File: src/rtl/fpu_fp2int16_pkg.sv
// ---------------------------------------------------------------------------
// fpu_fp2int16_pkg
// Shared widths, constants and types for the FP16 -> int16 converter.
//   fp16_t      : packed half-precision operand {sign, exp[4:0], frac[9:0]}
//   condCode_t  : packed condition codes {Z, C, N, V}, same layout as add/sub
//   f2iState_t  : converter FSM states
//   f2iClass_t  : operand classes produced by the classifier
// ---------------------------------------------------------------------------
package fpu_fp2int16_pkg;

    localparam int FP16_EXPW    = 5;
    localparam int FP16_FRACW   = 10;
    localparam int FP16_BIAS    = 15;
    localparam int FP16_EXP_MAX = 31;

    localparam logic [15:0] INT16_MAX = 16'h7FFF;
    localparam logic [15:0] INT16_MIN = 16'h8000;

    typedef struct packed {
        logic                  sign;
        logic [FP16_EXPW-1:0]  exp;
        logic [FP16_FRACW-1:0] frac;
    } fp16_t;

    typedef struct packed {
        logic z;
        logic c;
        logic n;
        logic v;
    } condCode_t;

    typedef enum logic [1:0] {
        IDLE  = 2'd0,
        SHIFT = 2'd1,
        DONE  = 2'd2
    } f2iState_t;

    typedef enum logic [2:0] {
        CLS_ZERO   = 3'd0,
        CLS_NORMAL = 3'd1,
        CLS_INF    = 3'd2,
        CLS_NAN    = 3'd3,
        CLS_OVF    = 3'd4
    } f2iClass_t;

    // Z and N always follow the final 16-bit result; C and V come from the datapath.
    function automatic condCode_t make_cc(input logic [15:0] result,
                                          input logic        inexact,
                                          input logic        invalid);
        condCode_t cc;
        cc.z = (result == 16'h0000);
        cc.c = inexact;
        cc.n = result[15];
        cc.v = invalid;
        return cc;
    endfunction

endpackage

File: src/rtl/fpu_fp2int16_if.sv
// ---------------------------------------------------------------------------
// fpu_fp2int16_if
// Valid/ready operand and result channels of the FP16 -> int16 converter.
//   inValid/inReady/fpuIn           : operand channel (producer -> converter)
//   outValid/outReady/intOut/condCodes : result channel (converter -> consumer)
// Modports:
//   master : the side that supplies operands and consumes results
//   slave  : the converter
// ---------------------------------------------------------------------------
interface fpu_fp2int16_if;
    import fpu_fp2int16_pkg::*;

    logic        inValid;
    logic        inReady;
    fp16_t       fpuIn;
    logic        outValid;
    logic        outReady;
    logic [15:0] intOut;
    condCode_t   condCodes;

    modport master (
        output inValid,
        output fpuIn,
        output outReady,
        input  inReady,
        input  outValid,
        input  intOut,
        input  condCodes
    );

    modport slave (
        input  inValid,
        input  fpuIn,
        input  outReady,
        output inReady,
        output outValid,
        output intOut,
        output condCodes
    );

endinterface

File: src/rtl/fpu_fp2int16_classify.sv
// ---------------------------------------------------------------------------
// fpu_fp2int16_classify
// Combinational classifier for an FP16 operand. Decides whether the value
// needs the iterative shifter (and in which direction / how many steps) or
// whether its integer result is known up front.
// Ports:
//   i_op          fp16_t operand
//   o_class       operand class (zero/normal/inf/nan/ovf)
//   o_shift_left  1 = significand shifts left, 0 = right
//   o_cnt         number of 1-bit shift steps (0..10)
//   o_preset_val  integer result for non-normal classes
//   o_preset_c    inexact flag for non-normal classes
//   o_preset_v    invalid/out-of-range flag for non-normal classes
// ---------------------------------------------------------------------------
module fpu_fp2int16_classify
    import fpu_fp2int16_pkg::*;
(
    input  fp16_t       i_op,
    output f2iClass_t   o_class,
    output logic        o_shift_left,
    output logic [3:0]  o_cnt,
    output logic [15:0] o_preset_val,
    output logic        o_preset_c,
    output logic        o_preset_v
);

    // Biased-exponent thresholds. Unbiased e = exp - 15:
    //   exp >= 30  -> e >= 15 (out of range except exactly -32768)
    //   exp >= 25  -> e >= 10 (significand shifts left by e-10)
    //   exp >= 15  -> e >= 0  (significand shifts right by 10-e)
    localparam logic [FP16_EXPW-1:0] EXP_ALL_ONES = FP16_EXPW'(FP16_EXP_MAX);
    localparam logic [FP16_EXPW-1:0] EXP_SAT      = FP16_EXPW'(FP16_BIAS + 15);
    localparam logic [FP16_EXPW-1:0] EXP_LSH      = FP16_EXPW'(FP16_BIAS + 10);
    localparam logic [FP16_EXPW-1:0] EXP_UNITY    = FP16_EXPW'(FP16_BIAS);

    // Shift counts only ever span 0..10, so 4-bit modular arithmetic on the
    // low exponent bits gives the exact result without a wider subtractor.
    localparam logic [3:0] LSH_BASE_LO = 4'(FP16_BIAS + 10);

    logic [3:0] w_lsh_cnt;
    logic [3:0] w_rsh_cnt;
    logic       w_frac_zero;

    assign w_lsh_cnt   = i_op.exp[3:0] - LSH_BASE_LO;
    assign w_rsh_cnt   = LSH_BASE_LO - i_op.exp[3:0];
    assign w_frac_zero = (i_op.frac == '0);

    always_comb begin
        o_class      = CLS_NORMAL;
        o_shift_left = 1'b0;
        o_cnt        = 4'd0;
        o_preset_val = 16'h0000;
        o_preset_c   = 1'b0;
        o_preset_v   = 1'b0;

        if (i_op.exp == EXP_ALL_ONES) begin
            if (w_frac_zero) begin
                o_class      = CLS_INF;
                o_preset_val = i_op.sign ? INT16_MIN : INT16_MAX;
            end else begin
                o_class      = CLS_NAN;
                o_preset_val = INT16_MIN;
            end
            o_preset_v = 1'b1;
        end else if (i_op.exp >= EXP_SAT) begin
            o_class = CLS_OVF;
            if (i_op.sign && (i_op.exp == EXP_SAT) && w_frac_zero) begin
                // -2^15 is the one e==15 value that int16 represents exactly.
                o_preset_val = INT16_MIN;
                o_preset_v   = 1'b0;
            end else begin
                o_preset_val = i_op.sign ? INT16_MIN : INT16_MAX;
                o_preset_v   = 1'b1;
            end
        end else if (i_op.exp >= EXP_LSH) begin
            o_shift_left = 1'b1;
            o_cnt        = w_lsh_cnt;
        end else if (i_op.exp >= EXP_UNITY) begin
            o_shift_left = 1'b0;
            o_cnt        = w_rsh_cnt;
        end else begin
            // |x| < 1 (including zero and subnormals) truncates to zero;
            // only an exact zero is free of discarded bits.
            o_class    = CLS_ZERO;
            o_preset_c = (i_op.exp != '0) || !w_frac_zero;
        end
    end

endmodule

File: src/rtl/fpu_fp2int16.sv
// ---------------------------------------------------------------------------
// fpu_fp2int16
// Multi-cycle FP16 -> signed int16 converter. An accepted operand is
// classified, its significand {1,frac} is aligned one bit per cycle, and the
// sign is applied when the shift count reaches zero. Result and {Z,C,N,V}
// condition codes are held until the consumer takes them.
// Ports:
//   clock   system clock
//   reset   asynchronous, active-high reset
//   bus     fpu_fp2int16_if.slave: inValid/inReady/fpuIn operand channel,
//           outValid/outReady/intOut/condCodes result channel
// Timing: outValid rises cnt+1 cycles after the accept edge; one operation
// is in flight at a time.
// Build option: define FPU_F2I_ROUND_EN for round-to-nearest-even at
// finalise; otherwise the result truncates toward zero and guard/sticky only
// set the C flag.
// ---------------------------------------------------------------------------
module fpu_fp2int16
    import fpu_fp2int16_pkg::*;
(
    input  logic           clock,
    input  logic           reset,
    fpu_fp2int16_if.slave  bus
);

    // -----------------------------------------------------------------------
    // Classifier
    // -----------------------------------------------------------------------
    f2iClass_t   w_class;
    logic        w_shift_left;
    logic [3:0]  w_cnt;
    logic [15:0] w_preset_val;
    logic        w_preset_c;
    logic        w_preset_v;

    fpu_fp2int16_classify u_classify (
        .i_op         (bus.fpuIn),
        .o_class      (w_class),
        .o_shift_left (w_shift_left),
        .o_cnt        (w_cnt),
        .o_preset_val (w_preset_val),
        .o_preset_c   (w_preset_c),
        .o_preset_v   (w_preset_v)
    );

    // -----------------------------------------------------------------------
    // State
    // -----------------------------------------------------------------------
    f2iState_t   r_state;
    f2iState_t   w_state_next;

    logic [15:0] r_mag;         // aligned magnitude
    logic        r_guard;       // first bit shifted out on the right
    logic        r_sticky;      // OR of every bit below the guard
    logic [3:0]  r_cnt;
    logic        r_shift_left;
    logic        r_sign;
    logic        r_special;     // result comes from the classifier presets
    logic [15:0] r_preset_val;
    logic        r_preset_c;
    logic        r_preset_v;
    logic [15:0] r_int_out;
    condCode_t   r_cond;

    logic        w_in_ready;
    logic        w_out_valid;
    logic        w_accept;
    logic        w_shift;
    logic        w_finalise;

    // -----------------------------------------------------------------------
    // FSM next-state / control
    // -----------------------------------------------------------------------
    always_comb begin
        w_state_next = r_state;
        w_in_ready   = 1'b0;
        w_out_valid  = 1'b0;
        w_accept     = 1'b0;
        w_shift      = 1'b0;
        w_finalise   = 1'b0;

        case (r_state)
            IDLE: begin
                w_in_ready = 1'b1;
                if (bus.inValid) begin
                    w_accept     = 1'b1;
                    w_state_next = SHIFT;
                end
            end
            SHIFT: begin
                if (r_cnt != 4'd0) begin
                    w_shift = 1'b1;
                end else begin
                    w_finalise   = 1'b1;
                    w_state_next = DONE;
                end
            end
            DONE: begin
                w_out_valid = 1'b1;
                if (bus.outReady) begin
                    w_state_next = IDLE;
                end
            end
            default: begin
                w_state_next = IDLE;
            end
        endcase
    end

    always_ff @(posedge clock or posedge reset) begin
        if (reset) begin
            r_state <= IDLE;
        end else begin
            r_state <= w_state_next;
        end
    end

    // -----------------------------------------------------------------------
    // Finalise: optional rounding, sign application, saturation
    // -----------------------------------------------------------------------
    logic [16:0] w_mag_rnd;     // one extra bit to see a rounding carry
    logic        w_inexact;
    logic [15:0] w_result;
    logic        w_res_c;
    logic        w_res_v;

    assign w_inexact = r_guard | r_sticky;

`ifdef FPU_F2I_ROUND_EN
    logic w_round_up;
    // Nearest-even: round up above half, or at exactly half when LSB is odd.
    assign w_round_up = r_guard & (r_sticky | r_mag[0]);
    assign w_mag_rnd  = {1'b0, r_mag} + {16'd0, w_round_up};
`else
    assign w_mag_rnd  = {1'b0, r_mag};
`endif

    always_comb begin
        w_result = 16'h0000;
        w_res_c  = 1'b0;
        w_res_v  = 1'b0;

        if (r_special) begin
            w_result = r_preset_val;
            w_res_c  = r_preset_c;
            w_res_v  = r_preset_v;
        end else if (!r_sign && (w_mag_rnd > {1'b0, INT16_MAX})) begin
            w_result = INT16_MAX;
            w_res_c  = w_inexact;
            w_res_v  = 1'b1;
        end else if (r_sign && (w_mag_rnd > {1'b0, INT16_MIN})) begin
            w_result = INT16_MIN;
            w_res_c  = w_inexact;
            w_res_v  = 1'b1;
        end else begin
            // A magnitude of exactly 0x8000 negates to itself, i.e. -32768.
            w_result = r_sign ? (16'h0000 - w_mag_rnd[15:0]) : w_mag_rnd[15:0];
            w_res_c  = w_inexact;
            w_res_v  = 1'b0;
        end
    end

    // -----------------------------------------------------------------------
    // Datapath registers
    // -----------------------------------------------------------------------
    always_ff @(posedge clock or posedge reset) begin
        if (reset) begin
            r_mag        <= 16'h0000;
            r_guard      <= 1'b0;
            r_sticky     <= 1'b0;
            r_cnt        <= 4'd0;
            r_shift_left <= 1'b0;
            r_sign       <= 1'b0;
            r_special    <= 1'b0;
            r_preset_val <= 16'h0000;
            r_preset_c   <= 1'b0;
            r_preset_v   <= 1'b0;
            r_int_out    <= 16'h0000;
            r_cond       <= '0;
        end else begin
            if (w_accept) begin
                r_mag        <= {5'd0, 1'b1, bus.fpuIn.frac};
                r_guard      <= 1'b0;
                r_sticky     <= 1'b0;
                r_cnt        <= w_cnt;
                r_shift_left <= w_shift_left;
                r_sign       <= bus.fpuIn.sign;
                r_special    <= (w_class != CLS_NORMAL);
                r_preset_val <= w_preset_val;
                r_preset_c   <= w_preset_c;
                r_preset_v   <= w_preset_v;
            end else if (w_shift) begin
                r_cnt <= r_cnt - 4'd1;
                if (r_shift_left) begin
                    r_mag <= {r_mag[14:0], 1'b0};
                end else begin
                    // The old guard joins the sticky bit as the new bit drops in.
                    r_mag    <= {1'b0, r_mag[15:1]};
                    r_guard  <= r_mag[0];
                    r_sticky <= r_sticky | r_guard;
                end
            end

            if (w_finalise) begin
                r_int_out <= w_result;
                r_cond    <= make_cc(w_result, w_res_c, w_res_v);
            end
        end
    end

    // -----------------------------------------------------------------------
    // Outputs
    // -----------------------------------------------------------------------
    assign bus.inReady   = w_in_ready;
    assign bus.outValid  = w_out_valid;
    assign bus.intOut    = r_int_out;
    assign bus.condCodes = r_cond;

endmodule

File: src/flat_wrapper.sv
// flat-port wrapper written by rule: the top's interface ports become plain ports
module fpu_fp2int16_flat import fpu_fp2int16_pkg::*;
  (clock, reset, bus_inValid, bus_fpuIn, bus_outReady, bus_inReady, bus_outValid, bus_intOut, bus_condCodes);
  fpu_fp2int16_if bus_i ();
  input  logic clock;
  input  logic reset;
  input wire logic [$bits(bus_i.inValid)-1:0] bus_inValid;
  input wire logic [$bits(bus_i.fpuIn)-1:0] bus_fpuIn;
  input wire logic [$bits(bus_i.outReady)-1:0] bus_outReady;
  output wire logic [$bits(bus_i.inReady)-1:0] bus_inReady;
  output wire logic [$bits(bus_i.outValid)-1:0] bus_outValid;
  output wire logic [$bits(bus_i.intOut)-1:0] bus_intOut;
  output wire logic [$bits(bus_i.condCodes)-1:0] bus_condCodes;
  assign bus_i.inValid = bus_inValid;
  assign bus_i.fpuIn = bus_fpuIn;
  assign bus_i.outReady = bus_outReady;
  assign bus_inReady = bus_i.inReady;
  assign bus_outValid = bus_i.outValid;
  assign bus_intOut = bus_i.intOut;
  assign bus_condCodes = bus_i.condCodes;
  fpu_fp2int16 u_core (.clock(clock), .reset(reset), .bus(bus_i));
endmodule
File: config.mk
export PLATFORM = sky130hd
export DESIGN_NAME = fpu_fp2int16_flat
export DESIGN_NICKNAME = d
export VERILOG_FILES = /design/src/rtl/fpu_fp2int16_pkg.sv /design/src/rtl/fpu_fp2int16_if.sv /design/src/rtl/fpu_fp2int16_classify.sv /design/src/rtl/fpu_fp2int16.sv /design/src/flat_wrapper.sv
export SDC_FILE = /design/constraint.sdc
export NUM_CORES = 1
export LEC_CHECK = 0
export CAP_MARGIN = 20
export CORE_ASPECT_RATIO = 0.75
export CORE_UTILIZATION = 25
export DETAILED_ROUTE_END_ITERATION = 10
export GPL_ROUTABILITY_DRIVEN = 0
export PLACE_DENSITY = 0.44
export SETUP_SLACK_MARGIN = 0.2
export SKIP_CTS_REPAIR_TIMING = 1
export SYNTH_ARGS = -nofsm -noshare
export SYNTH_HDL_FRONTEND = slang
export SYNTH_SLANG_ARGS = --single-unit
File: constraint.sdc
create_clock -name clock -period 2.88 [get_ports clock]
set_input_delay 0.72 -clock clock [delete_from_list [all_inputs] [get_ports clock]]
set_output_delay 0.72 -clock clock [all_outputs]
set_load 0.02 [all_outputs]
==> impl_results.md <==
- Slowest CP cell: dfrtp_1
- Overall fraction of global-route tracks in use: 14.4%
- Clock sink count: 50
- Clock root buffer: clkbuf_16
- Yosys synthesis warning count: 0
- Largest stage delay on the critical path: 0.45 ns
- PnR worst setup slack: 0.388 ns
- Total gr overflow: 0
- Pre-Repair DR Iteration Count: 4
- Fin crit share: 86.5%
- Syn avg cell area: 9.25 um^2
- Crit path kind: flip-flop to flip-flop
- Synthesized flop and latch total: 50
- Wire length per cell: 16.9 um
- Number of global-route vias before repair: 2755
- CORE AREA: 12500 um^2
- Total of max-cap violations: 0
- Synth async-reset ratio: 100%
- Final hold violations: 0
- Clock buffer count from CTS: 5
- Clock network latency to the later pin of the worst-skew pair: 0.29 ns
- Final antenna-violating net count: 0
- Clock skew: 0.00964 ns
- Area Overhead vs Synth: 21.6%
- Starting density of the core: 26.1%
- DP HPWL: 6760 um
- Synth unique cells: 66
- # nets final: 416
- Top FF cell, synth: dfrtp_1
- PD cells: 1090 nW/um^2
- Bufs on Longest Clock Path: 2
- Slew Viols, Final: 0
- WP data required: 3.06 ns
- Final setup viols: 0
- First-pass GRT wire length: 15100 um
- Critical Path AT: 2.67 ns
- Maximum clock frequency: 401 MHz
- Crit-path cells: inv_1 > ha_1 > nor3b_2 > a31oi_1 > mux2i_1 > a211oi_2 > a41o_1 > a32o_2
- Filler cells: 1299
- Setup TNS Final: 0 ns
- Die Y: 101 um
- Die width: 134 um
- Status: finished, final reports clean
- Initial antenna violation count: 0
- Hold Crit Class: flip-flop to flip-flop
- Worst slew pin tran: 0.950 ns
- # diodes: 0
- H-Tree Depth: 2
- Post-synthesis sequential area ratio: 38.4%
- DRT Wirelength: 9400 um
- Worst slew margin: 36.7%
- Vias per cell: 5.05
- Worst Path Max Fanout: 6
- Final Cell Area: 3960 um^2
- CTS clk-pin slew, worst paths: 0.07 ns
- Layout cells sized above 1: 12.1%
- DP Worst Slack: 0.178 ns
- Vias: 2803
- Largest net degree at the start of global routing: 51
- Top delay family on crit path: compound AO/OA/AOI/OAI gates
- Post-Syn Area: 3260 um^2
- Die area: 13500 um^2
- Port bufs: 41
- RSZ-0062 raised after global routing: false
- Starting DRT DRC Count: 185
- Fin crit period: 2.49 ns
- Placement row count: 35
- Post-synth EDFFs: 0
- Syn_nets: 380
- Area after DPL: 3810 um^2
- Startpoint types: flip-flop
- Drc violations: 0
- CP bufs+invs: 1
- Ports: 42
- Leak pwr: 1.59 nW
- Crit path capture type: flip-flop
- Worst vdd ir: 0.000506 V
- Cell count after synthesis: 352
- TritonCTS clock tree: yes
==> worst reg2reg max path: stages (launching register included) <==
cell and delay [ns]:
dfrtp_1 0.45, inv_1 0.16, ha_1 0.26, nor3b_2 0.39, a31oi_1 0.17, mux2i_1 0.33
a211oi_2 0.07, a41o_1 0.29, a32o_2 0.27
==> synth_stat cells (4+ instances only) <==
master	n	area, um^2
dfrtp_1	50	1250
nand2_1	38	143
o21ai_0	29	145
nor2_1	19	71.3
a21oi_1	18	90.1
inv_1	16	60.1
mux2i_1	15	150
a22o_1	12	105
clkbuf_1	11	41.3
ha_1	8	100
nand3_1	8	40.0
o221a_2	8	90.1
a31oi_1	7	43.8
nor3_1	7	35.0
xnor2_1	6	52.6
a211oi_1	5	37.5
buf_6	5	56.3
nand2b_1	5	31.3
nor4_1	5	31.3
or3_1	5	31.3
o211ai_1	4	30.0
o31ai_1	4	30.0
xor2_1	4	35.0
==> sequential cells by signal, indices dropped and copies added (netlist names) <==
| register | flops |
|---|---|
| u_core.r_sign | 1 |
| u_core.r_state | 2 |
| u_core.r_guard | 1 |
| u_core.r_preset_c | 1 |
| u_core.r_special | 1 |
| u_core.r_shift_left | 1 |
| u_core.r_preset_v | 1 |
| u_core.r_sticky | 1 |
| u_core.r_preset_val | 2 |
| u_core.r_mag | 16 |
| u_core.bus.condCodes | 4 |
| u_core.bus.intOut | 15 |
| u_core.r_cnt | 4 |
==> power breakdown <==
| group | switching (mW) | internal [mW] |
|---|---|---|
| clock | 0.273 | 0.346 |
| combinational | 1.34 | 1.04 |
| sequential | 0.346 | 0.988 |
| total | 1.96 | 2.37 |
==> path summary, 6_finish.rpt <==
path | startpoint | to | slack (ns) | cells past startpoint
min | u_core.r_preset_val[14]$_DFFE_PP0P_ | u_core.r_preset_val[14]$_DFFE_PP0P_ | 0.48 | 2
min reg2reg | u_core.r_preset_val[14]$_DFFE_PP0P_ | u_core.r_preset_val[14]$_DFFE_PP0P_ | 0.48 | 2
max in group asynchronous | reset | u_core.r_cnt[2]$_DFFE_PP0P_ | 1.83 | 3
max reg2reg | u_core.r_mag[0]$_DFFE_PP0P_ | u_core.bus.condCodes[3]$_DFFE_PP0P_ | 0.39 | 8
max | u_core.r_mag[0]$_DFFE_PP0P_ | u_core.bus.condCodes[3]$_DFFE_PP0P_ | 0.39 | 8
min in group asynchronous | reset | u_core.bus.intOut[2]$_DFFE_PP0P_ | 0.78 | 3
==> cell usage in the layout, fill, tap and decap left out, drive strengths merged, types with 8 or more instances in the layout <==
cell type	synthesis	final
dfrtp	50	50
clkdlybuf4s50	0	41
nand2	38	38
o21ai	31	31
nor2	19	19
a21oi	18	18
inv	16	16
mux2i	15	15
buf	10	15
a22o	12	12
o221a	8	8
nand3	8	8
ha	8	8
==> cells by family (layout without fill, tap and decap cells) <==
logic type	count (synthesis)	in the layout	share of synthesized area (%)
AOI/OAI and AO/OA	118	118	25.9
and+or+nand+nor	108	108	17.7
DFF	50	50	38.4
buffers and inverters	43	80	7.61
muxes	15	15	4.61
xor gates and xnor gates	10	10	2.69
adders and majority gates	8	8	3.07
==> metrics by stage <==
stage | power (mW) | util [%] | hold WS [ns] | std cells
after floorplan | 2.99 | - | 0.439 | 352
after global placement | 3.71 | 30.5 | 0.464 | 547
after detailed placement | 3.72 | 30.5 | 0.471 | 547
after CTS | 4.36 | 31.7 | 0.488 | 555
after global routing | 4.67 | 31.7 | 0.499 | 555
final | 4.33 | 31.7 | 0.485 | 555
==> layout make-up <==
type	instances	area, um^2	area share (%)
clock buffers	7	143	3.60
clock inverters	1	5.00	0.126
inverters	16	60.1	1.52
multi-input cells	259	1760	44.4
flip-flops and latches	50	1250	31.6
well taps	166	208	5.24
repair buffers	56	536	13.5
==> layer usage <==
metal  vias up  routed length, um  GRT usage, %
li1       1374                  -             -
met1      1363               5110          22.2
met2        59               3770          20.4
met3         7                456          3.27
met4         0                 65          2.19
met5         -                  0             0
Power figures use the tool's default switching activity.
